## src/rtl/writeback_pkg.sv

```systemverilog
// Shared types for the writeback stage: load-size encodings, FSM states,
// the execute->writeback bundle and the writeback->execute return bundle.
package writeback_pkg;

    // Load-size encodings carried in ld_spec
    localparam logic [2:0] LD_LB  = 3'b000;
    localparam logic [2:0] LD_LH  = 3'b001;
    localparam logic [2:0] LD_LW  = 3'b010;
    localparam logic [2:0] LD_LBU = 3'b100;
    localparam logic [2:0] LD_LHU = 3'b101;

    typedef enum logic [1:0] {
        IDLE     = 2'd0,
        WAIT_MEM = 2'd1,
        FLUSH    = 2'd2
    } wb_state_t;

    // Registered bundle from execute
    typedef struct packed {
        logic        vld;
        logic [4:0]  rd_ind;
        logic [31:0] reg_dat;
        logic        jmp_take;
        logic [31:0] jmp_addr;
        logic        mem_rd;
        logic [1:0]  mem_lo;
        logic [2:0]  ld_spec;
    } e_w_WI;

    // Redirect returned to execute and the upstream stages
    typedef struct packed {
        logic        flush;
        logic [31:0] redir_addr;
    } w_e_WI;

    function automatic logic [31:0] ext8(input logic [7:0] b, input logic sgn);
        return {{24{sgn & b[7]}}, b};
    endfunction

    function automatic logic [31:0] ext16(input logic [15:0] h, input logic sgn);
        return {{16{sgn & h[15]}}, h};
    endfunction

endpackage

```

## src/rtl/writeback_if.sv

```systemverilog
// Execute/memory <-> writeback handshake bundle. The master side is the
// execute stage plus data memory; the slave side is the writeback stage.
interface writeback_if;

    writeback_pkg::e_w_WI e_in;
    logic                 stall_in;
    logic [31:0]          mem_rdat_in;
    logic                 mem_rvld_in;
    writeback_pkg::w_e_WI w_out;
    logic                 stall_out;

    modport master (
        output e_in,
        output stall_in,
        output mem_rdat_in,
        output mem_rvld_in,
        input  w_out,
        input  stall_out
    );

    modport slave (
        input  e_in,
        input  stall_in,
        input  mem_rdat_in,
        input  mem_rvld_in,
        output w_out,
        output stall_out
    );

endinterface

```

## src/rtl/writeback_ld_align.sv

```systemverilog
// Combinational load aligner: picks the addressed byte/half/word out of the
// word-aligned memory read data and sign- or zero-extends it.
module writeback_ld_align
    import writeback_pkg::*;
(
    input  logic [31:0] mem_rdat_in,
    input  logic [1:0]  mem_lo,
    input  logic [2:0]  ld_spec,
    output logic [31:0] o_dat
);

    logic [7:0]  w_byte;
    logic [15:0] w_half;

    assign w_byte = mem_rdat_in[8*mem_lo +: 8];
    // Halfword selection uses only the upper offset bit
    assign w_half = mem_lo[1] ? mem_rdat_in[31:16] : mem_rdat_in[15:0];

    // Extend the selected lane according to the load kind
    always_comb begin
        o_dat = mem_rdat_in;
        case (ld_spec)
            LD_LB:   o_dat = ext8(w_byte, 1'b1);
            LD_LBU:  o_dat = ext8(w_byte, 1'b0);
            LD_LH:   o_dat = ext16(w_half, 1'b1);
            LD_LHU:  o_dat = ext16(w_half, 1'b0);
            LD_LW:   o_dat = mem_rdat_in;
            default: o_dat = mem_rdat_in;
        endcase
    end

endmodule

```

## src/rtl/writeback.sv

```systemverilog
// Writeback stage: retires instructions into the register file, completes
// loads (possibly waiting on a late memory response), raises the jump
// redirect/flush, counts retired instructions and flags memory timeouts.
module writeback
    import writeback_pkg::*;
#(
    parameter int FLUSH_CYC   = 2,
    parameter int MEM_TIMEOUT = 16
)(
    input  logic        clk,
    input  logic        rst_n,
    writeback_if.slave  bus,
    output logic        rf_we,
    output logic [4:0]  rf_waddr,
    output logic [31:0] rf_wdat,
    output logic [63:0] instret,
    output logic        err_out
);

    wb_state_t   r_state;
    logic [7:0]  r_timer;
    logic [2:0]  r_fcnt;
    logic [4:0]  r_pend_rd;
    logic [1:0]  r_pend_lo;
    logic [2:0]  r_pend_spec;

    logic        r_rf_we;
    logic [4:0]  r_rf_waddr;
    logic [31:0] r_rf_wdat;
    logic [63:0] r_instret;
    logic        r_err;
    w_e_WI       r_w_out;

    e_w_WI       w_e;
    logic        w_accept;
    logic        w_in_wait;
    logic [1:0]  w_al_lo;
    logic [2:0]  w_al_spec;
    logic [31:0] w_al_dat;

    assign w_e       = bus.e_in;
    assign w_accept  = w_e.vld & ~bus.stall_in & (r_state == IDLE);
    assign w_in_wait = (r_state == WAIT_MEM);

    // While waiting, the aligner must use the offsets captured at accept time
    assign w_al_lo   = w_in_wait ? r_pend_lo   : w_e.mem_lo;
    assign w_al_spec = w_in_wait ? r_pend_spec : w_e.ld_spec;

    writeback_ld_align u_ld_align (
        .mem_rdat_in (bus.mem_rdat_in),
        .mem_lo      (w_al_lo),
        .ld_spec     (w_al_spec),
        .o_dat       (w_al_dat)
    );

    // Writeback FSM with registered register-file, redirect and status outputs
    always_ff @(posedge clk or negedge rst_n) begin
        if (!rst_n) begin
            r_state     <= IDLE;
            r_timer     <= '0;
            r_fcnt      <= '0;
            r_pend_rd   <= '0;
            r_pend_lo   <= '0;
            r_pend_spec <= '0;
            r_rf_we     <= 1'b0;
            r_rf_waddr  <= '0;
            r_rf_wdat   <= '0;
            r_instret   <= '0;
            r_err       <= 1'b0;
            r_w_out     <= '0;
        end else begin
            // Write enable and flush are single-cycle pulses
            r_rf_we       <= 1'b0;
            r_w_out.flush <= 1'b0;
            case (r_state)
                IDLE: begin
                    if (w_accept) begin
                        if (w_e.jmp_take) begin
                            // Link write plus redirect, then squash the wrong-path window
                            r_rf_we            <= (w_e.rd_ind != 5'd0);
                            r_rf_waddr         <= w_e.rd_ind;
                            r_rf_wdat          <= w_e.reg_dat;
                            r_instret          <= r_instret + 64'd1;
                            r_w_out.flush      <= 1'b1;
                            r_w_out.redir_addr <= w_e.jmp_addr;
                            r_fcnt             <= 3'd1;
                            r_state            <= FLUSH;
                        end else if (w_e.mem_rd) begin
                            if (bus.mem_rvld_in) begin
                                r_rf_we    <= (w_e.rd_ind != 5'd0);
                                r_rf_waddr <= w_e.rd_ind;
                                r_rf_wdat  <= w_al_dat;
                                r_instret  <= r_instret + 64'd1;
                            end else begin
                                r_pend_rd   <= w_e.rd_ind;
                                r_pend_lo   <= w_e.mem_lo;
                                r_pend_spec <= w_e.ld_spec;
                                r_timer     <= 8'd1;
                                r_state     <= WAIT_MEM;
                            end
                        end else begin
                            r_rf_we    <= (w_e.rd_ind != 5'd0);
                            r_rf_waddr <= w_e.rd_ind;
                            r_rf_wdat  <= w_e.reg_dat;
                            r_instret  <= r_instret + 64'd1;
                        end
                    end
                end
                WAIT_MEM: begin
                    // A response arriving on the timeout cycle still completes the load
                    if (bus.mem_rvld_in) begin
                        r_rf_we    <= (r_pend_rd != 5'd0);
                        r_rf_waddr <= r_pend_rd;
                        r_rf_wdat  <= w_al_dat;
                        r_instret  <= r_instret + 64'd1;
                        r_state    <= IDLE;
                    end else if (r_timer == 8'(MEM_TIMEOUT)) begin
                        r_err   <= 1'b1;
                        r_state <= IDLE;
                    end else begin
                        r_timer <= r_timer + 8'd1;
                    end
                end
                FLUSH: begin
                    // Incoming bundles, including jumps, are ignored here
                    if (r_fcnt == 3'(FLUSH_CYC)) begin
                        r_state <= IDLE;
                    end else begin
                        r_fcnt <= r_fcnt + 3'd1;
                    end
                end
                default: r_state <= IDLE;
            endcase
        end
    end

    assign rf_we         = r_rf_we;
    assign rf_waddr      = r_rf_waddr;
    assign rf_wdat       = r_rf_wdat;
    assign instret       = r_instret;
    assign err_out       = r_err;
    assign bus.w_out     = r_w_out;
    assign bus.stall_out = w_in_wait;

endmodule
```

## src/flat_wrapper.sv

```systemverilog
// flat-port wrapper written by rule: the top's interface ports become plain ports
module writeback_flat import writeback_pkg::*;
#(
    parameter int FLUSH_CYC   = 2,
    parameter int MEM_TIMEOUT = 16
)
  (clk, rst_n, rf_we, rf_waddr, rf_wdat, instret, err_out, bus_e_in, bus_stall_in, bus_mem_rdat_in, bus_mem_rvld_in, bus_w_out, bus_stall_out);
  writeback_if bus_i ();
  input  logic clk;
  input  logic rst_n;
  output logic rf_we;
  output logic [4:0] rf_waddr;
  output logic [31:0] rf_wdat;
  output logic [63:0] instret;
  output logic err_out;
  input wire logic [$bits(bus_i.e_in)-1:0] bus_e_in;
  input wire logic [$bits(bus_i.stall_in)-1:0] bus_stall_in;
  input wire logic [$bits(bus_i.mem_rdat_in)-1:0] bus_mem_rdat_in;
  input wire logic [$bits(bus_i.mem_rvld_in)-1:0] bus_mem_rvld_in;
  output wire logic [$bits(bus_i.w_out)-1:0] bus_w_out;
  output wire logic [$bits(bus_i.stall_out)-1:0] bus_stall_out;
  assign bus_i.e_in = bus_e_in;
  assign bus_i.stall_in = bus_stall_in;
  assign bus_i.mem_rdat_in = bus_mem_rdat_in;
  assign bus_i.mem_rvld_in = bus_mem_rvld_in;
  assign bus_w_out = bus_i.w_out;
  assign bus_stall_out = bus_i.stall_out;
  writeback #(.FLUSH_CYC(FLUSH_CYC), .MEM_TIMEOUT(MEM_TIMEOUT)) u_core (.clk(clk), .rst_n(rst_n), .bus(bus_i), .rf_we(rf_we), .rf_waddr(rf_waddr), .rf_wdat(rf_wdat), .instret(instret), .err_out(err_out));
endmodule
```

## config.mk

```make
export PLATFORM = sky130hd
export DESIGN_NAME = writeback_flat
export DESIGN_NICKNAME = d
export VERILOG_FILES = /design/src/rtl/writeback_pkg.sv /design/src/rtl/writeback_if.sv /design/src/rtl/writeback_ld_align.sv /design/src/rtl/writeback.sv /design/src/flat_wrapper.sv
export SDC_FILE = /design/constraint.sdc
export NUM_CORES = 1
export LEC_CHECK = 0
export ABC_AREA = 1
export CORE_ASPECT_RATIO = 0.7
export CORE_UTILIZATION = 44
export CTS_CLUSTER_DIAMETER = 150
export DETAILED_ROUTE_END_ITERATION = 8
export GPL_TIMING_DRIVEN = 0
export PLACE_DENSITY = 0.77
export SYNTH_ARGS = -nofsm -noshare
export SYNTH_HDL_FRONTEND = slang
export SYNTH_SLANG_ARGS = --single-unit
```

## constraint.sdc

```tcl
create_clock -name clk -period 1.7 [get_ports clk]
set_clock_uncertainty 0.05 [all_clocks]
set_input_delay 0.17 -clock clk [delete_from_list [all_inputs] [get_ports clk]]
set_output_delay 0.17 -clock clk [all_outputs]
set_load 0.01 [all_outputs]
```

Word-level counts from Yosys, hierarchy flattened
Index checks and enable logic that the tools add are counted.
W data, S select, Z words.

cells by class
  add/subtract/negate cells = 3
  multiply operators = 0
  div/mod/pow operators = 0
  order comparisons = 0
  equal/unequal tests = 21
  shift operators = 1
  multiplexer cells = 48
  bitwise logic cells = 5
  reduce and logical (&&, ||, !) cells = 14

operators by type and width
  cell                     number
  $mux W64                 4
  $mux W32                 4
  $pmux W32 S4             1
  $pmux W64 S2             1
  $mux W33                 3
  $add A64 B1 Y64 const B  1
  $pmux W32 S2             1
  $mux W8                  6
  $shiftx A32 B6 Y8        1
  $mux W5                  5
  $mux W16                 1
  $mux W2                  8
  $ne A2 B2 Y1 const B     8
  $pmux W8 S2              1
  $mux W3                  4
  $pmux W5 S2              1
  $reduce_and A5 Y1        2
  $reduce_bool A5 Y1       2
  $ne A3 B3 Y1 const B     3
  $add A8 B1 Y8 const B    1
  $eq A8 B5 Y1 const B     1
  $reduce_and A4 Y1        2
  $reduce_and A7 Y1        1
  $eq A3 B3 Y1 const B     2
  18 further kinds         28

word-level totals
  flip-flop bits (word level) = 159
  latch bits = 0
  memory bits (writable) = 0
  bits in read-only memories = 0
  output and inout port bits = 137
  memories = 0

Longest topological paths before layout
Gate-level depths: netlist of the first run.

  depth in word-level cells = 9
  depth in mapped cells = 14
  mapped depth without buffers = 14

Cells and area by module
Synthesis of the first run repeated with hierarchy kept, for this count alone.

second synthesis, totals
  cell total of the unflattened synthesis = 1,245
  area total of the unflattened synthesis = 9,245.1 um^2

modules (own cells, without submodules)
  module              instances  cells an instance  area an instance (um^2)  sequential area each (um^2)
  writeback           1          1,086              8,350.5                  3,978.8
  writeback_ld_align  1          159                894.6                    0.0

Worst setup path after synthesis of the first run
OpenSTA, ideal clock, no wires.

  path type = register -> register
  from = reg u_core.r_instret[0] (netlist: u_core.instret[0])
  to = reg u_core.r_instret[52] (netlist: u_core.instret[52])
  library setup time = 0.117 ns
  arrival = 1.726 ns
  path slack = -0.193 ns
  cell stages (with the launch flop) = 13
  period minus slack after synthesis = 1.893 ns
  path through = dfrtp_1 ha_1 nand3_1 nor2_1 nand2_1 nor2_4 inv_1 nor2_1 nand3_1 nor2_2 nand2_1 nand2_1 nand2_1

between the ends
  longest elaborated chain between the ends = 6

RTL lines
  element                 line                               source
  start, declared         writeback.sv:30                    logic [63:0] r_instret;
  start signal, assigned  writeback.sv:83                    r_instret <= r_instret + 64'd1;
  start signal, assigned  writeback.sv:93                    r_instret <= r_instret + 64'd1;
  start signal, assigned  writeback.sv:105                   r_instret <= r_instret + 64'd1;
  $add A64 B1 Y64 (*)     --
  $mux W64                writeback.sv:89, writeback.sv:111
  $mux W64                writeback.sv:88                    end else if (w_e.mem_rd) begin
  $mux W64                writeback.sv:78                    if (w_e.jmp_take) begin
  $mux W64                writeback.sv:77                    if (w_accept) begin
  $pmux W64 S2 (*)        writeback.sv:75                    case (r_state)

Mark *: on every way between the ends. The rest lies on a longest branch, timed or not. The select of a mux whose other input is x is not followed.
A chain may end at the register's enable or synchronous reset.

Worst setup path in the final report of the first run
  from = reg u_core.r_state[1]
  to = reg u_core.r_rf_wdat[24] (netlist: u_core.rf_wdat[24])

between the ends
  longest elaborated chain between the ends = 9
  elaborated cells between the ends (all ways) = 20
  those cells by class = eq/ne (5); shift (1); mux (9); bitwise (1); reduce/logical (4)

RTL lines
  element                                    line                               source
  start, declared                            writeback.sv:20                    wb_state_t r_state;
  start signal, assigned                     writeback.sv:59                    r_state <= IDLE;
  start signal, assigned                     writeback.sv:87                    r_state <= FLUSH;
  start signal, assigned                     writeback.sv:99                    r_state <= WAIT_MEM;
  $eq A2 B1 Y1                               writeback.sv:43, writeback.sv:75
  $mux W2 / $mux W3 (equally long branches)  writeback.sv:46, writeback.sv:47
  $shiftx A32 B6 Y8 (tied with other cells)  writeback_ld_align.sv:15           assign w_byte = mem_rdat_in[8*mem_lo +: 8];
  $pmux W32 S4                               writeback_ld_align.sv:22           case (ld_spec)
  $mux W32                                   writeback.sv:89, writeback.sv:111
  $mux W32                                   writeback.sv:88
  $mux W32                                   writeback.sv:78
  $mux W32                                   writeback.sv:77
  $pmux W32 S2                               writeback.sv:75
  end signal, assigned                       writeback.sv:82                    r_rf_wdat <= w_e.reg_dat;
  end signal, assigned                       writeback.sv:92                    r_rf_wdat <= w_al_dat;
  end signal, assigned                       writeback.sv:104                   r_rf_wdat <= w_e.reg_dat;
  end, declared                              writeback.sv:29                    logic [31:0] r_rf_wdat;

Several ways; a longest one is shown, not always the timed one. The select of a mux whose other input is x is not followed.

==> flow_metrics.env, run 1 <==
export IMPL_status="complete, but fails checks"
export IMPL_violations="setup timing"
export IMPL_p_comb_share_pct=38.9
export IMPL_synthCells=1202
export IMPL_routed_wl_um=33130
export IMPL_wl_met3_um=3265
export IMPL_final_common_cell="nand2_1"
export IMPL_worstSkewPairLatency_ns=0.44
export IMPL_slowest_delay_ns=0.45
export IMPL_postSynthNetCount=1320
export IMPL_dp_hpwl_um=21810
export IMPL_drive_above_1_share_pct=28.28
export IMPL_ys_warn_count=0
export IMPL_cp_endpoint="u_core.rf_wdat[24]$_DFFE_PN0P_"
export IMPL_worstSetupPathType="flip-flop to flip-flop"
export IMPL_path_cells="inv_4 > nand2_8 > buf_8 > o21ai_4 > inv_2 > nand3_2 > nand2_2 > nand2_4 > nand2_4 > nor2_4 > buf_6 > nand2_2 > nand2_1 > nand2_1"
export IMPL_ys_types=43
export IMPL_p_leak_nw=6.679
export IMPL_yosysTopAreaCell="dfrtp_1"
export IMPL_gp_congestion=0.9506
export IMPL_final_cell_mix="372 x nand2_1, 239 x clkdlybuf4s50_1, 119 x dfrtp_1"
export IMPL_ctsHtreeMaxLevel=4
export IMPL_maxCapViolCount=0
export IMPL_antenna_cells=0
export IMPL_grt_pass1_vias=9245
export IMPL_rrSetupSlack_ns=-0.35
export IMPL_power_frac_seq_pct=36.6
export IMPL_antenna_left=0
export IMPL_critPathMaxFanout=7
export IMPL_cts_root_buf="clkbuf_16"
export IMPL_crit_path_start="u_core.r_state[1]$_DFFE_PN0P_"
export IMPL_clkPwrFrac_pct=24.5
export IMPL_layout_setup_ws_ns=-0.3520
export IMPL_power_density_mw_per_mm2=1141
export IMPL_avgViaCountPerCell=5.366
export IMPL_max_freq_mhz=487.3
export IMPL_fin_util_pct=73.14
export IMPL_initialDrtViolationCount=1124
export IMPL_io_pins=250
export IMPL_vias=9986
export IMPL_r2r_start="u_core.r_state[1]$_DFFE_PN0P_"
export IMPL_core_mm2=0.01980
export IMPL_crit_path_start_kind="flip-flop"
export IMPL_grtUsageTotal_pct=30.17
export IMPL_area_growth_pct=62.56
export IMPL_hold_viol=0
export IMPL_initial_core_util_pct=44.99
export IMPL_finalMaxSlewViolations=0
export IMPL_cts_tree="yes"
export IMPL_yosysTopAreaCellShare_pct=44.67
export IMPL_r2r_end="u_core.rf_wdat[24]$_DFFE_PN0P_"
export IMPL_ys_top_cells_by_area="dfrtp_1 45%, nand2_1 19%, nor2_1 4.9%"
export IMPL_grt_start_max_net_pins=114
export IMPL_grt_overflow=0
export IMPL_end_kind="flip-flop"
export IMPL_synth_area_mm2=0.008907
export IMPL_fp_dieH_um=121.0
export IMPL_clk_path_buf_depth=2
export IMPL_switching_share_pct=36.23
export IMPL_power_w=0.01651
export IMPL_reg2regPathDepth=14
export IMPL_n_fill_cell=1480
export IMPL_setup_viol=90
export IMPL_dieArea_mm2=0.02083
export IMPL_wl_met2_um=14760
export IMPL_cts_made_buffers=17
export IMPL_ir_drop_mv=0.8494
export IMPL_synth_area_per_cell_um2=7.410
export IMPL_grt_setup_unrepaired="yes"
export IMPL_power_net_switching_w=0.005983
export IMPL_wl_per_cell_um=17.80
export IMPL_io_buffers=249
export IMPL_die_x_um=172.1
export IMPL_fin_crit_ns=2.052
export IMPL_yosysSeqAreaShare_pct=44.67
export IMPL_cp_required_ns=1.97
export IMPL_layout_nets=1696
export IMPL_fp_row_count=43
export IMPL_ys_seq_elements=159
export IMPL_slowest_stage="dfrtp_2"
export IMPL_hold_class="input port to async pin"
export IMPL_worst_pin_slew_ns=0.6294
export IMPL_clkTransAtPathRegs_ns=0.08
export IMPL_internal_power_w=0.01053
export IMPL_top_layer_used="met4"
export IMPL_cts_sink_count=159
export IMPL_antenna_found_initial=0
export IMPL_drt_first_pass_iters=5
export IMPL_arrival_ns=2.32
export IMPL_final_period_utilization_pct=120.7
export IMPL_relSlewSlack_pct=58.04
export IMPL_route_detailed_drc=0
export IMPL_drt_met1_wl_um=14530
export IMPL_grt_pass1_wl_um=48530
## how the worst min path moves through the flow
stage	to	slack (ns)	cells past startpoint
after floorplan	u_core.bus.w_out[0]$_DFFE_PN0P_	-0.18	0
after global placement	u_core.err_out$_DFFE_PN0P_	0.40	1
after detailed placement	u_core.instret[26]$_DFFE_PN0P_	0.04	1
after CTS	u_core.instret[26]$_DFFE_PN0P_	0.19	2
after global routing	u_core.instret[26]$_DFFE_PN0P_	0.20	2
final	u_core.instret[26]$_DFFE_PN0P_	0.17	2
## power groups by stage
| stage | clock (W) | combinational [W] | sequential [W] |
|---|---|---|---|
| floorplan | 0 | 0.00195 | 0.00629 |
| finish | 0.00404 | 0.00643 | 0.00604 |
| global placement | 0 | 0.00529 | 0.00598 |
| CTS | 0.00405 | 0.00593 | 0.00597 |
| global route | 0.00424 | 0.00694 | 0.00618 |
| detailed placement | 0 | 0.00540 | 0.00600 |
## routing by layer
metal  global-route usage (%)  vias up
met1                    43.45     4774
li1                         -     4617
met2                    45.19      539
met5                        0        -
met4                    6.692        0
met3                    7.958       56
## metrics by stage
step | area, um2 | instances | setup WS, ns | TNS, ns | hold WS, ns
after global routing | 14480 | 1861 | -0.4273 | -23.17 | 0.2033
after global placement | 11800 | 1721 | -6.880 | -1075.87 | 0.3966
after detailed placement | 11830 | 1722 | -0.7785 | -83.58 | 0.04403
after floorplan | 8966 | 1202 | -0.1530 | -1.527 | -0.1756
after CTS | 13500 | 1816 | -0.2333 | -10.18 | 0.1897
final | 14480 | 1861 | -0.3520 | -14.01 | 0.1667
## synth_stat cells, drive strengths merged
cell type  count
nand2        452
clkbuf        24
or2           12
and2           4
dfrtp        159
a21oi         28
xor2          26
nor3          21
a21o           2
o21ai         44
a32o           1
o211ai         3
nor2         126
o311ai         1
nor4           3
xnor2         21
a31o           2
o221a         11
o221ai         1
inv          115
nand3b         8
ha             5
o31ai          3
o22ai          2
buf            8
clkinv         2
nand4         33
nand3         74
a221oi         6
a31oi          5
## sequential cells by signal (all words and copies together) (netlist names)
name,cells
u_core.bus.w_out,33
u_core.err_out,1
u_core.instret,64
u_core.r_fcnt,3
u_core.r_pend_lo,2
u_core.r_pend_rd,5
u_core.r_pend_spec,3
u_core.r_state,2
u_core.r_timer,8
u_core.rf_waddr,5
u_core.rf_wdat,32
u_core.rf_we,1
## cell type report
type                       count  area [um2]  area share, %
clock buffer                  18       439.2          3.033
sequential                   159        4029          27.82
tap                          270       337.8          2.333
clock inverter                14       166.4          1.149
timing repair buffer         359        3525          24.34
buffer                        30       252.7          1.745
inverter                     117       480.5          3.318
multi-input combinational    894        5250          36.26
## kinds of logic after synthesis
group	Yosys count	synth area share (%)
AOI/OAI and AO/OA	109	7.824
xor gates and xnor gates	47	4.621
adders and majority gates	5	0.7023
buffers and inverters	149	6.532
DFF	159	44.67
and+or+nand+nor	733	35.65
## worst max-delay path: cells and delay by family (launching register included)
family,cells,cell delay (ns)
AND/OR/NAND/NOR,9,0.74
buffers and inverters,4,0.49
flip-flops,1,0.45
AO/OA/AOI/OAI,1,0.20
## what timing repair did
action / CTS / global route
pin swaps: 37 / 76
setup endpoints to repair: 156 / 146
hold buffers: 1 / 0
gates resized for setup: 193 / 200
setup buffers: 60 / 44
cloned: 2 / 3
endpoints found under the hold margin: 46 / 0
Note: power is estimated with default switching activity, not from simulation.
==> run 2: changes to the inputs <==
Settings changed: TNS_END_PERCENT from default to 10.
==> flow_metrics.env, run 2 (synthesized netlist as in run 1, its figures left out) <==
export IMPL_status="complete, but fails checks"
export IMPL_violations="setup timing"
export IMPL_cp_required_ns=2.01
export IMPL_power_w=0.01563
export IMPL_drt_first_pass_iters=6
export IMPL_final_cell_mix="421 x nand2_1, 241 x clkdlybuf4s50_1, 114 x dfrtp_1"
export IMPL_ctsHtreeMaxLevel=4
export IMPL_r2r_end="u_core.rf_wdat[15]$_DFFE_PN0P_"
export IMPL_largest_reg_flops=64
export IMPL_worst_pin_slew_ns=0.7012
export IMPL_fin_crit_ns=1.987
export IMPL_grt_pass1_wl_um=46090
export IMPL_power_density_mw_per_mm2=1187
export IMPL_grtUsageTotal_pct=28.93
export IMPL_critPathTopFamily="simple AND/OR/NAND/NOR gates"
export IMPL_dp_cells=1722
export IMPL_initial_core_util_pct=44.99
export IMPL_finalNonFillerCells=1783
export IMPL_area_growth_pct=47.80
export IMPL_placed_area_mm2=0.01178
export IMPL_cts_tree="yes"
export IMPL_routed_wl_um=30150
export IMPL_gp_congestion=0.9675
export IMPL_ir_drop_mv=0.8232
export IMPL_worstSkewPairLatency_ns=0.44
export IMPL_io_buffers=249
export IMPL_end_kind="flip-flop"
export IMPL_reg2regPathDepth=13
export IMPL_antenna_left=0
export IMPL_grt_overflow=0
export IMPL_rrSetupSlack_ns=-0.29
export IMPL_fp_row_count=43
export IMPL_path_cells="inv_2 > nor2_4 > nand2_2 > nand2_4 > inv_2 > nor2_4 > inv_2 > nor2_2 > nand2_4 > buf_6 > nand3_1 > nand2_1 > a21oi_1"
export IMPL_finalMaxSlewViolations=0
export IMPL_crit_path_start="u_core.r_state[0]$_DFFE_PN0P_"
export IMPL_dp_hpwl_um=21610
export IMPL_fp_dieH_um=121.0
export IMPL_die_x_um=172.1
export IMPL_fin_setup_tns_ns=-14.55
export IMPL_grt_setup_unrepaired="yes"
export IMPL_grt_start_max_net_pins=119
export IMPL_vias=9377
export IMPL_critPathMaxFanout=10
export IMPL_crit_cells=13
export IMPL_route_detailed_drc=0
export IMPL_worstSetupPathType="flip-flop to flip-flop"
export IMPL_relSlewSlack_pct=53.25
export IMPL_cts_root_buf="clkbuf_16"
export IMPL_layout_setup_ws_ns=-0.2870
export IMPL_max_freq_mhz=503.3
export IMPL_worstPathBufferInverterCount=4
export IMPL_clk_path_buf_depth=2
export IMPL_crit_path_start_kind="flip-flop"
export IMPL_antenna_cells=0
export IMPL_cts_sink_count=159
export IMPL_n_fill_cell=1705
export IMPL_dieArea_mm2=0.02083
export IMPL_cp_endpoint="u_core.rf_wdat[15]$_DFFE_PN0P_"
export IMPL_preCtsSetupSlack_ns=-0.8819
export IMPL_stdcell_area_mm2=0.01317
export IMPL_arrival_ns=2.29
export IMPL_layout_nets=1618
export IMPL_hold_viol=0
export IMPL_cp_common_cell="inv_2"
export IMPL_io_pins=250
export IMPL_core_mm2=0.01980
export IMPL_final_period_utilization_pct=116.9
export IMPL_clkTransAtPathRegs_ns=0.07
export IMPL_initialDrtViolationCount=1082
export IMPL_grt_pass1_vias=8792
export IMPL_r2r_start="u_core.r_state[0]$_DFFE_PN0P_"
export IMPL_hold_class="input port to async pin"
export IMPL_antenna_found_initial=0
export IMPL_avgViaCountPerCell=5.259
export IMPL_cts_made_buffers=17
export IMPL_p_leak_nw=5.967
export IMPL_maxCapViolCount=0
export IMPL_final_common_cell="nand2_1"
export IMPL_setup_viol=81
export IMPL_wl_per_cell_um=16.91
export IMPL_drive_above_1_share_pct=18.11
export IMPL_slowest_stage="dfrtp_2"
export IMPL_slowest_delay_ns=0.43
[run 2: changes by cell type in the layout (fill, tap and decap cells not counted), sizes merged]
| cell | before | now |
|---|---|---|
| inv | 123 | 120 |
| clkdlybuf4s15 | 0 | 1 |
| buf | 121 | 42 |
| clkdlybuf4s50 | 239 | 241 |
| nor2 | 126 | 127 |
| bufinv | 2 | 1 |
| clkinvlp | 2 | 4 |
| dlymetal6s2s | 3 | 4 |
| dlygate4sd2 | 4 | 2 |
[run 2: repair_timing]
| action | in CTS | in global routing |
|---|---|---|
| hold buffers | 1 | 0 |
| endpoints found under the hold margin | 41 | 0 |
| resized for setup | 134 | 88 |
| gates cloned | 1 | 0 |
| pin swaps | 26 | 22 |
| setup buffers | 21 | 6 |
| setup endpoints to repair | 169 | 168 |
[run 2: metal layers]
| metal | wire length, um | GRT usage [%] | vias up |
|---|---|---|---|
| met4 | 524 | 7.688 | 0 |
| met5 | 0 | 0 | - |
| met1 | 13800 | 42.15 | 4426 |
| met2 | 13020 | 41.78 | 451 |
| met3 | 2808 | 8.089 | 48 |
| li1 | - | - | 4452 |
[run 2: cell type report]
| type | instances | area [um2] | area share (%) |
|---|---|---|---|
| plain buffers | 32 | 246.5 | 1.872 |
| clock buffers | 20 | 456.7 | 3.469 |
| clock inverters | 12 | 123.9 | 0.9409 |
| inverters | 117 | 459.2 | 3.488 |
| multi-input cells | 895 | 4752 | 36.10 |
| flip-flops and latches | 159 | 4035 | 30.65 |
| well taps | 270 | 337.8 | 2.566 |
| repair buffers | 278 | 2754 | 20.92 |
[run 2: metrics by stage]
step	util, %	hold slack (ns)
final	66.49	0.1532
after global routing	66.49	0.1723
after CTS	65.22	0.1632
after detailed placement	59.52	0.02462
after global placement	59.35	0.4018
after floorplan	-	-0.1756
[run 2: worst min path at each step]
stage,from,end,cells after the start
after floorplan,rst_n,u_core.bus.w_out[0]$_DFFE_PN0P_,0
after global placement,u_core.bus.w_out[7]$_DFFE_PN0P_,u_core.bus.w_out[7]$_DFFE_PN0P_,2
after detailed placement,rst_n,u_core.instret[24]$_DFFE_PN0P_,1
after CTS,rst_n,u_core.instret[24]$_DFFE_PN0P_,2
after global routing,rst_n,u_core.instret[24]$_DFFE_PN0P_,2
final,rst_n,u_core.instret[24]$_DFFE_PN0P_,2
[run 2: worst reg2reg max path: cells and delay by family, from the launching register on]
| family | cells | cell delay (ns) |
|---|---|---|
| simple gates | 8 | 0.90 |
| compound gates | 1 | 0.14 |
| flops | 1 | 0.43 |
| buf+inv | 4 | 0.39 |
[run 2: where the power goes]
group,switching (W),internal (W),total [W]
Combinational,0.00283,0.00295,0.00578
Sequential,0.00100,0.00501,0.00601
Clock,0.00172,0.00213,0.00384
==> run 3: changes to the inputs <==
Settings changed: MAX_ROUTING_LAYER from default to met4, SLEW_MARGIN from default to 20.
==> flow_metrics.env, run 3 (synthesized netlist as in run 1, its figures left out) <==
export IMPL_grt_pass1_wl_um=46390
export IMPL_placed_area_mm2=0.01181
export IMPL_power_w=0.01556
export IMPL_grt_pass1_vias=8938
export IMPL_end_kind="flip-flop"
export IMPL_antenna_cells=0
export IMPL_grt_overflow=0
export IMPL_switching_share_pct=36.14
export IMPL_hold_worst_slack_ns=0.1527
export IMPL_multi_input_area_mm2=0.004896
export IMPL_power_density_mw_per_mm2=1164
export IMPL_regArea_mm2=0.004029
export IMPL_setup_viol=80
export IMPL_crit_cells=13
export IMPL_clkPwrFrac_pct=23.6
export IMPL_drt_first_pass_iters=6
export IMPL_internal_power_w=0.009933
export IMPL_cts_sink_count=159
export IMPL_final_period_utilization_pct=118.2
export IMPL_initialDrtViolationCount=835
export IMPL_critPathMaxFanout=6
export IMPL_slowest_delay_ns=0.45
export IMPL_worstSkewPairLatency_ns=0.44
export IMPL_cts_tree="yes"
export IMPL_hold_class="input port to async pin"
export IMPL_ctsHtreeMaxLevel=4
export IMPL_routed_wl_um=29850
export IMPL_worst_pin_slew_ns=0.6203
export IMPL_power_frac_seq_pct=38.7
export IMPL_final_common_cell="nand2_1"
export IMPL_cts_made_buffers=17
export IMPL_fin_crit_ns=2.009
export IMPL_wl_per_cell_um=16.68
export IMPL_stdcell_area_mm2=0.01336
export IMPL_grtUsageTotal_pct=29.72
export IMPL_max_freq_mhz=497.8
export IMPL_crit_path_start_kind="flip-flop"
export IMPL_p_comb_share_pct=37.7
export IMPL_largest_reg_flops=64
export IMPL_antenna_found_initial=0
export IMPL_cp_required_ns=1.98
export IMPL_r2r_start="u_core.r_state[1]$_DFFE_PN0P_"
export IMPL_io_buffers=249
export IMPL_critPathTopFamily="simple AND/OR/NAND/NOR gates"
export IMPL_die_x_um=172.1
export IMPL_drive_above_1_share_pct=20.00
export IMPL_layout_setup_ws_ns=-0.3086
export IMPL_fp_row_count=43
export IMPL_arrival_ns=2.29
export IMPL_vias=9522
export IMPL_r2r_end="u_core.rf_wdat[17]$_DFFE_PN0P_"
export IMPL_antenna_left=0
export IMPL_fin_util_pct=67.48
export IMPL_route_detailed_drc=0
export IMPL_grt_setup_unrepaired="yes"
export IMPL_gp_congestion=0.9855
export IMPL_worstPathBufferInverterCount=3
export IMPL_layout_nets=1625
export IMPL_reg2regPathDepth=13
export IMPL_p_leak_nw=6.059
export IMPL_fp_dieH_um=121.0
export IMPL_maxCapViolCount=0
export IMPL_worstSetupPathType="flip-flop to flip-flop"
export IMPL_slowest_stage="dfrtp_2"
export IMPL_hold_viol=0
export IMPL_power_net_switching_w=0.005622
export IMPL_rrSetupSlack_ns=-0.31
export IMPL_violations="setup timing"
export IMPL_avgViaCountPerCell=5.320
export IMPL_final_cell_mix="403 x nand2_1, 243 x clkdlybuf4s50_1, 119 x dfrtp_1"
export IMPL_clk_path_buf_depth=2
export IMPL_status="complete, but fails checks"
export IMPL_finalMaxSlewViolations=0
export IMPL_area_growth_pct=49.99
export IMPL_grt_start_max_net_pins=67
export IMPL_clkTransAtPathRegs_ns=0.07
export IMPL_dp_hpwl_um=21860
export IMPL_n_fill_cell=1668
export IMPL_relSlewSlack_pct=58.64
export IMPL_cts_root_buf="clkbuf_16"
export IMPL_dieArea_mm2=0.02083
export IMPL_dp_cells=1723
export IMPL_ir_drop_mv=0.7389
export IMPL_core_mm2=0.01980
export IMPL_io_pins=250
export IMPL_path_cells="inv_4 > nand2_8 > buf_6 > o21ai_4 > nor2_4 > inv_2 > nor2_4 > nand2_4 > nand2_4 > nor2_4 > nand2_1 > nand2_1 > nand2_1"
export IMPL_finalNonFillerCells=1790
export IMPL_initial_core_util_pct=44.99
[run 3: cell types whose count changed in the layout (fill, tap and decap cells not counted), moves of 5 or more]
cell,previous run,this run
a21oi_2,1,8
nand2_1,421,403
clkinv_2,0,6
o21ai_1,3,8
dfrtp_1,114,119
a21oi_1,27,20
nand2_4,8,14
nand2_2,19,31
dfrtp_2,45,40
[run 3: layout make-up]
class                   count  share of cell area, %
well taps                 270                  2.529
clock buffers              18                  3.287
inverters                 117                  3.484
plain buffers              32                  1.704
repair buffers            285                  21.41
clock inverters            14                 0.7867
multi-input cells         895                  36.65
flip-flops and latches    159                  30.16
[run 3: worst max path at each step]
| stage | start | end | slack (ns) |
|---|---|---|---|
| after CTS | u_core.r_state[1]$_DFFE_PN0P_ | u_core.rf_wdat[17]$_DFFE_PN0P_ | -0.25 |
| after global routing | u_core.r_state[1]$_DFFE_PN0P_ | u_core.rf_wdat[6]$_DFFE_PN0P_ | -0.36 |
| final | u_core.r_state[1]$_DFFE_PN0P_ | u_core.rf_wdat[17]$_DFFE_PN0P_ | -0.31 |
| after floorplan | u_core.instret[1]$_DFFE_PN0P_ | u_core.instret[52]$_DFFE_PN0P_ | -0.15 |
| after global placement | rst_n | u_core.instret[0]$_DFFE_PN0P_ | -6.88 |
| after detailed placement | bus_mem_rvld_in | u_core.r_timer[5]$_DFFE_PN0P_ | -0.85 |
[run 3: power by group through the flow]
stage | registers (W) | logic [W] | clock network, W
4_1_cts | 0.00597 | 0.00566 | 0.00369
5_1_grt | 0.00616 | 0.00638 | 0.00387
2_1_floorplan | 0.00629 | 0.00194 | 0
3_5_place_dp | 0.00600 | 0.00541 | 0
3_3_place_gp | 0.00598 | 0.00527 | 0
6_report | 0.00602 | 0.00587 | 0.00367
[run 3: layer usage]
layer | routed length, um | part of all wire [%] | up-vias | global-route usage, %
li1 | - | - | 4473 | -
met1 | 13640 | 46 | 4517 | 43.75
met2 | 12830 | 43 | 492 | 41.66
met3 | 2920 | 9.8 | 40 | 6.164
met4 | 467 | 1.6 | 0 | 6.803
met5 | 0 | 0 | - | -
[run 3: through the flow]
| step | setup TNS [ns] | worst slack (ns) |
|---|---|---|
| CTS | -11.07 | -0.2511 |
| floorplan | -2.739 | -0.1530 |
| detailed placement | -84.78 | -0.8515 |
| finish | -10.22 | -0.3086 |
| global placement | -1078.33 | -6.883 |
| global route | -18.28 | -0.3587 |
[run 3: what timing repair did]
| item | 4_1_cts | 5_1_grt |
|---|---|---|
| setup buffers | 25 | 8 |
| gates cloned | 1 | 0 |
| resized for setup | 132 | 132 |
| endpoints found under the hold margin | 101 | 0 |
| hold buffers | 1 | 0 |
| pin swaps | 31 | 28 |
| setup endpoints to repair | 161 | 164 |
